==> config.mk <==
export PLATFORM = sky130hd
export DESIGN_NAME = rf_dbg_ctrl
export DESIGN_NICKNAME = d
export VERILOG_FILES = /design/src/rtl/rf_dbg_pkg.sv /design/src/rtl/rf_dbg_rsp_reg.sv /design/src/rtl/rf_dbg_ctrl.sv
export SDC_FILE = /design/constraint.sdc
export NUM_CORES = 1
export LEC_CHECK = 0
export CORE_MARGIN = 10
export CORE_UTILIZATION = 43
export CTS_BUF_LIST = sky130_fd_sc_hd__clkbuf_8
export DETAILED_ROUTE_END_ITERATION = 7
export PLACE_DENSITY = 0.93
export SETUP_SLACK_MARGIN = 0.5
export SLEW_MARGIN = 20
export SYNTH_ARGS = -nofsm -noshare
export SYNTH_HDL_FRONTEND = slang
export SYNTH_SLANG_ARGS = --single-unit
==> constraint.sdc <==
create_clock -name clk -period 1.85 [get_ports clk]
set_clock_uncertainty 0.05 [all_clocks]
set_input_delay 0.37 -clock clk [delete_from_list [all_inputs] [get_ports clk]]
set_output_delay 0.37 -clock clk [all_outputs]
set_load 0.01 [all_outputs]
==> src/rtl/rf_dbg_pkg.sv <==
// Shared definitions for the register-file debug controller: command
// encodings, FSM state encodings and default geometry.
package rf_dbg_pkg;

   localparam int DEF_NREGS = 32;
   localparam int DEF_AW    = 5;
   localparam int DEF_DW    = 32;

   typedef enum logic [1:0] {
      OP_READ  = 2'b00,
      OP_WRITE = 2'b01,
      OP_DUMP  = 2'b10,
      OP_CLEAR = 2'b11
   } op_e;

   typedef enum logic [2:0] {
      ST_IDLE = 3'd0,
      ST_RD   = 3'd1,
      ST_WR   = 3'd2,
      ST_DUMP = 3'd3,
      ST_CLR  = 3'd4
   } state_e;

endpackage

==> src/rtl/rf_dbg_rsp_reg.sv <==
// Single-entry response register: loads a beat, holds it until the host
// takes it, and reports whether a new beat may be loaded this cycle.
module rf_dbg_rsp_reg
   import rf_dbg_pkg::*;
#(
   parameter int AW = DEF_AW,
   parameter int DW = DEF_DW
) (
   input  logic          clk,
   input  logic          rst_n,
   input  logic          load,
   input  logic [AW-1:0] in_addr,
   input  logic [DW-1:0] in_data,
   input  logic          in_last,
   input  logic          out_ready,
   output logic          out_valid,
   output logic [AW-1:0] out_addr,
   output logic [DW-1:0] out_data,
   output logic          out_last,
   output logic          can_load
);

   // Handshake: a beat transfers on a rising edge where out_valid & out_ready;
   // once out_valid rises, the beat fields stay frozen until that transfer.
   assign can_load = !out_valid || out_ready;

   always_ff @(posedge clk) begin
      if (!rst_n) begin
         out_valid <= 1'b0;
         out_addr  <= '0;
         out_data  <= '0;
         out_last  <= 1'b0;
      end else if (load) begin
         out_valid <= 1'b1;
         out_addr  <= in_addr;
         out_data  <= in_data;
         out_last  <= in_last;
      end else if (out_ready) begin
         out_valid <= 1'b0;
      end
   end

endmodule

==> src/rtl/rf_dbg_ctrl.sv <==
// Debug/initialisation master for the register file: single read/write,
// full dump and full clear. Define RF_DBG_CHECKSUM_EN to append an XOR beat to DUMP.
module rf_dbg_ctrl
   import rf_dbg_pkg::*;
#(
   parameter int            NREGS     = DEF_NREGS,
   parameter int            AW        = DEF_AW,
   parameter int            DW        = DEF_DW,
   parameter logic [DW-1:0] CLEAR_VAL = '0
) (
   input  logic          clk,
   input  logic          rst_n,
   input  logic          cmd_valid,
   output logic          cmd_ready,
   input  logic [1:0]    cmd_op,
   input  logic [AW-1:0] cmd_addr,
   input  logic [DW-1:0] cmd_data,
   output logic          rsp_valid,
   input  logic          rsp_ready,
   output logic [AW-1:0] rsp_addr,
   output logic [DW-1:0] rsp_data,
   output logic          rsp_last,
   output logic          busy,
   output logic [AW-1:0] rf_a1,
   input  logic [DW-1:0] rf_rd1,
   output logic [AW-1:0] rf_a3,
   output logic [DW-1:0] rf_wd3,
   output logic          rf_we
);

   localparam logic [AW-1:0] LAST_IDX = AW'(NREGS - 1);

   state_e        state, state_d;
   logic [AW-1:0] idx, idx_d;
   logic [AW-1:0] addr_q;
   logic [DW-1:0] data_q;
   logic          accept;
   logic          rsp_load, rsp_can_load, rsp_last_d;
   logic [AW-1:0] rsp_addr_d;
   logic [DW-1:0] rsp_data_d;

`ifdef RF_DBG_CHECKSUM_EN
   logic [DW-1:0] acc, acc_d;
   logic          ck_phase, ck_phase_d;
`endif

   assign cmd_ready = (state == ST_IDLE) && !rsp_valid;
   assign accept    = cmd_valid && cmd_ready;
   assign busy      = (state != ST_IDLE);

   always_ff @(posedge clk) begin
      if (!rst_n) begin
         state  <= ST_IDLE;
         idx    <= '0;
         addr_q <= '0;
         data_q <= '0;
      end else begin
         state <= state_d;
         idx   <= idx_d;
         if (accept) begin
            addr_q <= cmd_addr;
            data_q <= cmd_data;
         end
      end
   end

`ifdef RF_DBG_CHECKSUM_EN
   always_ff @(posedge clk) begin
      if (!rst_n) begin
         acc      <= '0;
         ck_phase <= 1'b0;
      end else begin
         acc      <= acc_d;
         ck_phase <= ck_phase_d;
      end
   end
`endif

   always_comb begin
      state_d    = state;
      idx_d      = idx;
      rsp_load   = 1'b0;
      rsp_addr_d = idx;
      rsp_data_d = rf_rd1;
      rsp_last_d = 1'b0;
      rf_a1      = '0;
      rf_a3      = '0;
      rf_wd3     = '0;
      rf_we      = 1'b0;
`ifdef RF_DBG_CHECKSUM_EN
      acc_d      = acc;
      ck_phase_d = ck_phase;
`endif
      case (state)
         ST_IDLE: begin
            if (accept) begin
               idx_d = '0;
`ifdef RF_DBG_CHECKSUM_EN
               acc_d      = '0;
               ck_phase_d = 1'b0;
`endif
               case (op_e'(cmd_op))
                  OP_READ:  state_d = ST_RD;
                  OP_WRITE: state_d = ST_WR;
                  OP_DUMP:  state_d = ST_DUMP;
                  default:  state_d = ST_CLR;
               endcase
            end
         end
         // The response register is known empty here: accept required !rsp_valid.
         ST_RD: begin
            rf_a1      = addr_q;
            rsp_load   = 1'b1;
            rsp_addr_d = addr_q;
            rsp_last_d = 1'b1;
            state_d    = ST_IDLE;
         end
         ST_WR: begin
            rf_we   = 1'b1;
            rf_a3   = addr_q;
            rf_wd3  = data_q;
            state_d = ST_IDLE;
         end
         ST_DUMP: begin
            rf_a1 = idx;
            if (rsp_can_load) begin
               rsp_load = 1'b1;
`ifdef RF_DBG_CHECKSUM_EN
               if (ck_phase) begin
                  rsp_addr_d = '0;
                  rsp_data_d = acc;
                  rsp_last_d = 1'b1;
                  ck_phase_d = 1'b0;
                  state_d    = ST_IDLE;
               end else begin
                  acc_d = acc ^ rf_rd1;
                  if (idx == LAST_IDX) begin
                     idx_d      = '0;
                     ck_phase_d = 1'b1;
                  end else begin
                     idx_d = idx + AW'(1);
                  end
               end
`else
               rsp_last_d = (idx == LAST_IDX);
               if (idx == LAST_IDX) begin
                  idx_d   = '0;
                  state_d = ST_IDLE;
               end else begin
                  idx_d = idx + AW'(1);
               end
`endif
            end
         end
         ST_CLR: begin
            rf_we  = 1'b1;
            rf_a3  = idx;
            rf_wd3 = CLEAR_VAL;
            if (idx == LAST_IDX) begin
               idx_d   = '0;
               state_d = ST_IDLE;
            end else begin
               idx_d = idx + AW'(1);
            end
         end
         default: state_d = ST_IDLE;
      endcase
   end

   rf_dbg_rsp_reg #(.AW(AW), .DW(DW)) u_rsp (
      .clk       (clk),
      .rst_n     (rst_n),
      .load      (rsp_load),
      .in_addr   (rsp_addr_d),
      .in_data   (rsp_data_d),
      .in_last   (rsp_last_d),
      .out_ready (rsp_ready),
      .out_valid (rsp_valid),
      .out_addr  (rsp_addr),
      .out_data  (rsp_data),
      .out_last  (rsp_last),
      .can_load  (rsp_can_load)
   );

endmodule

==> impl_metrics.yaml <==
yosys:
  ys.warnings.count: 0
  synth-edff-count: 0
  postSynthRegisterBits: 84
  synth.lib_cells_used.distinct: 38
  ys_top_cells_by_count: "sky130_fd_sc_hd__nand2_1 (154), sky130_fd_sc_hd__dfxtp_1 (84), sky130_fd_sc_hd__a21oi_1 (74)"
  post-synth-top-area-fraction_pct: 47.14
  predominant_post_synthesis_flop_cell: "sky130_fd_sc_hd__dfxtp_1"
  synth_area_leaders: "sky130_fd_sc_hd__dfxtp_1 (47%), sky130_fd_sc_hd__nand2_1 (16%), sky130_fd_sc_hd__a21oi_1 (10%)"
  seq_total_area_yosys_pct: 47.14
  post-synth-top-count-cell: "sky130_fd_sc_hd__nand2_1"
  dominant_cell_type_by_area_after_synthesis: "sky130_fd_sc_hd__dfxtp_1"
  synthesized_instance_count: 461
  mappedNetlistArea_um2: 3567
  synth_area_per_cell_um2: 7.738
  asyncSetResetFlopFracSynth_pct: 0
  syn-num-nets: 541
timing:
  fmaxAchievable_ghz: 0.4999
  report.final.setup_viol: 41
  tightestPinTransition_ns: 0.5529
  setup_ws_ns: -0.1504
  setup_repair_after_global_routing_missed_its_margin: "true"
  drv_slew: 0
  slew-limit-headroom_pct: 63.14
  timing_hold_violations_final: 0
  period_share_pct: 108.1
  period_needed_ns: 2.000
floorplan:
  design.portCount: 159
  core-area_um2: 8134
  chipWidth_um: 111.1
  starting_utilization_of_the_core_area_pct: 43.85
  fp-row-count: 33
  die_height_um: 111.1
  die-area_um2: 12340
detailed_routing:
  postRouteAntennaNets: 0
  post-route-drc-count: 0
  routed-via-count: 4552
  drt_iter0_drc: 276
  drtPass1Iterations: 5
  routed_wire_length_per_instance_um: 24.30
  drt-vias-per-instance: 5.784
  route.final.wire_length_um: 19130
placement:
  count_of_port_buffers_added_during_placement: 158
  dp_worst_setup_slack_ns: -0.1405
  gpl.final_weighted_congestion: 0.8625
  post-dp-hpwl_um: 9119
  post-place-cells: 714
power_and_ir_drop:
  powerDensity_nw_per_um2: 661.1
  power.leakage_nw: 3.183
  vdd_drop_max_mv: 0.4415
clock_tree:
  cts_root_buf: "sky130_fd_sc_hd__clkbuf_8"
  cts.clk_slew.worst_paths_ns: 0.09
  sink_count_of_the_clock_tree: 84
  cts-hold-fix-buffers: 0
  cts_htree_levels: 3
  tritoncts.num_buffers: 9
  cts_tree: "yes"
  cts_buffer_depth: 2
  clock_insertion_delay_worst_skew_ns: 0.36
layout:
  design.final.nets: 758
  diodes: 0
  final_cells: 787
  post_route_cells_drive_above_1_share_pct: 61.58
  area_growth_pct: 104.7
worst_setup_path:
  setup_cp_type: "flip-flop to output pin"
  critPathCaptureType: "output pin"
  worst-endpoint-arrival_ns: 1.58
  wp_data_required_ns: 1.43
  regToRegSetupSlack_ns: -0.06
  crit_path_start_kind: "flip-flop"
  crit_path_max_fanout: 9
global_route:
  grt_antenna_before_repair: 0
  grt_remaining_overflow: 0
  first_global_vias: 4411
  grt_first_pass_wirelength_um: 23940
  pin_count_of_the_biggest_net_entering_global_routing: 33
  grtUsageTotal_pct: 23.39
outcome:
  status: "complete, but fails checks"
  failing_checks: "negative setup slack"
run:
  cap_viol_max_count: 0
hold_path:
  holdCritPathClass: "flip-flop to flip-flop"
==> state kept, by name (all words and copies together), names as in the netlist <==
name / count
u_rsp.out_data: 32
u_rsp.out_last: 1
idx: 5
data_q: 32
state: 3
u_rsp.out_addr: 5
addr_q: 5
u_rsp.out_valid: 1
==> logic make-up (layout without fill, tap and decap cells) <==
logic type | count (synthesis) | in the layout | share of synthesized area, %
AND/OR/NAND/NOR | 223 | 230 | 27.67
AO/OA/AOI/OAI | 106 | 106 | 16.91
flip-flops | 84 | 84 | 47.14
buffers and inverters | 38 | 252 | 5.121
adder cells (fa/ha/maj) | 5 | 5 | 1.754
multiplexers | 5 | 5 | 1.403
==> where the power goes <==
group / leakage (nW) / switching (mW) / internal [mW] / total [mW]
registers: 0.696 / 0.0876 / 1.90 / 1.99
logic: 2.37 / 0.637 / 0.684 / 1.32
clock network: 0.116 / 0.692 / 0.827 / 1.52
==> cells in the final DEF (no fill, tap or decap), types with 10 or more instances in the layout <==
| cell | netlist | final |
|---|---|---|
| sky130_fd_sc_hd__buf_2 | 17 | 50 |
| sky130_fd_sc_hd__dfxtp_2 | 0 | 17 |
| sky130_fd_sc_hd__a21oi_2 | 2 | 65 |
| sky130_fd_sc_hd__buf_4 | 1 | 17 |
| sky130_fd_sc_hd__nand2_2 | 0 | 37 |
| sky130_fd_sc_hd__buf_12 | 0 | 11 |
| sky130_fd_sc_hd__nand2_1 | 154 | 63 |
| sky130_fd_sc_hd__buf_16 | 0 | 10 |
| sky130_fd_sc_hd__dfxtp_1 | 84 | 62 |
| sky130_fd_sc_hd__buf_6 | 2 | 66 |
| sky130_fd_sc_hd__clkdlybuf4s50_1 | 0 | 73 |
| sky130_fd_sc_hd__nand2_4 | 0 | 53 |
| sky130_fd_sc_hd__and2_4 | 0 | 39 |
| sky130_fd_sc_hd__clkbuf_8 | 0 | 11 |
| sky130_fd_sc_hd__nor2_1 | 14 | 14 |
==> routing by layer <==
metal  track usage (%)  wire length [um]  vias up
li1                  -                 -     1954
met1             24.26              6623     2221
met2             42.37              9844      299
met3             8.874              1753       78
met4             7.455               906        0
met5                 0                 0        -
==> critical path, stage by stage (launching register included) <==
cell	delay (ns)
sky130_fd_sc_hd__dfxtp_4	0.36
sky130_fd_sc_hd__nor2b_4	0.14
sky130_fd_sc_hd__nor2b_4	0.18
sky130_fd_sc_hd__buf_6	0.14
sky130_fd_sc_hd__buf_12	0.12
sky130_fd_sc_hd__and2_1	0.14
sky130_fd_sc_hd__buf_2	0.15
==> cell type report <==
class	count	area [um2]
clock inverters	4	71.32
repair buffers	232	2437
well taps	105	131.4
fillers	309	833.3
inverters	5	18.77
flip-flops and latches	84	1722
clock buffers	11	151.4
multi-input cells	346	2769
==> worst paths after layout <==
kind / depth (start not counted) / endpoint / from
worst min register to register: 2 / u_rsp.out_data[1] / u_rsp.out_data[1]
worst min-delay path: 2 / u_rsp.out_data[1] / u_rsp.out_data[1]
worst max-delay path: 6 / rf_wd3[0] / state[1]
worst max register to register: 9 / data_q[0] / state[1]
==> stage by stage <==
step                setup TNS [ns]  util [%]  hold WS, ns  power [mW]  area (um2)
floorplan                        0         -       0.3817       2.353        3755
global placement            -3.551     67.16       0.3909       2.673        5463
detailed placement          -4.200     67.16       0.3972       2.701        5463
CTS                        -0.8221     79.83       0.4094       4.418        6494
global route                -5.235     89.76       0.4203       4.937        7301
finish                      -3.462     89.76       0.4140       4.827        7301
==> timing repair <==
item | CTS | global route
endpoints found under the setup margin | 167 | 157
setup buffers | 26 | 13
cloned | 17 | 2
resized for setup | 440 | 255
pin swaps | 36 | 55
Power figures use the tool's default switching activity.
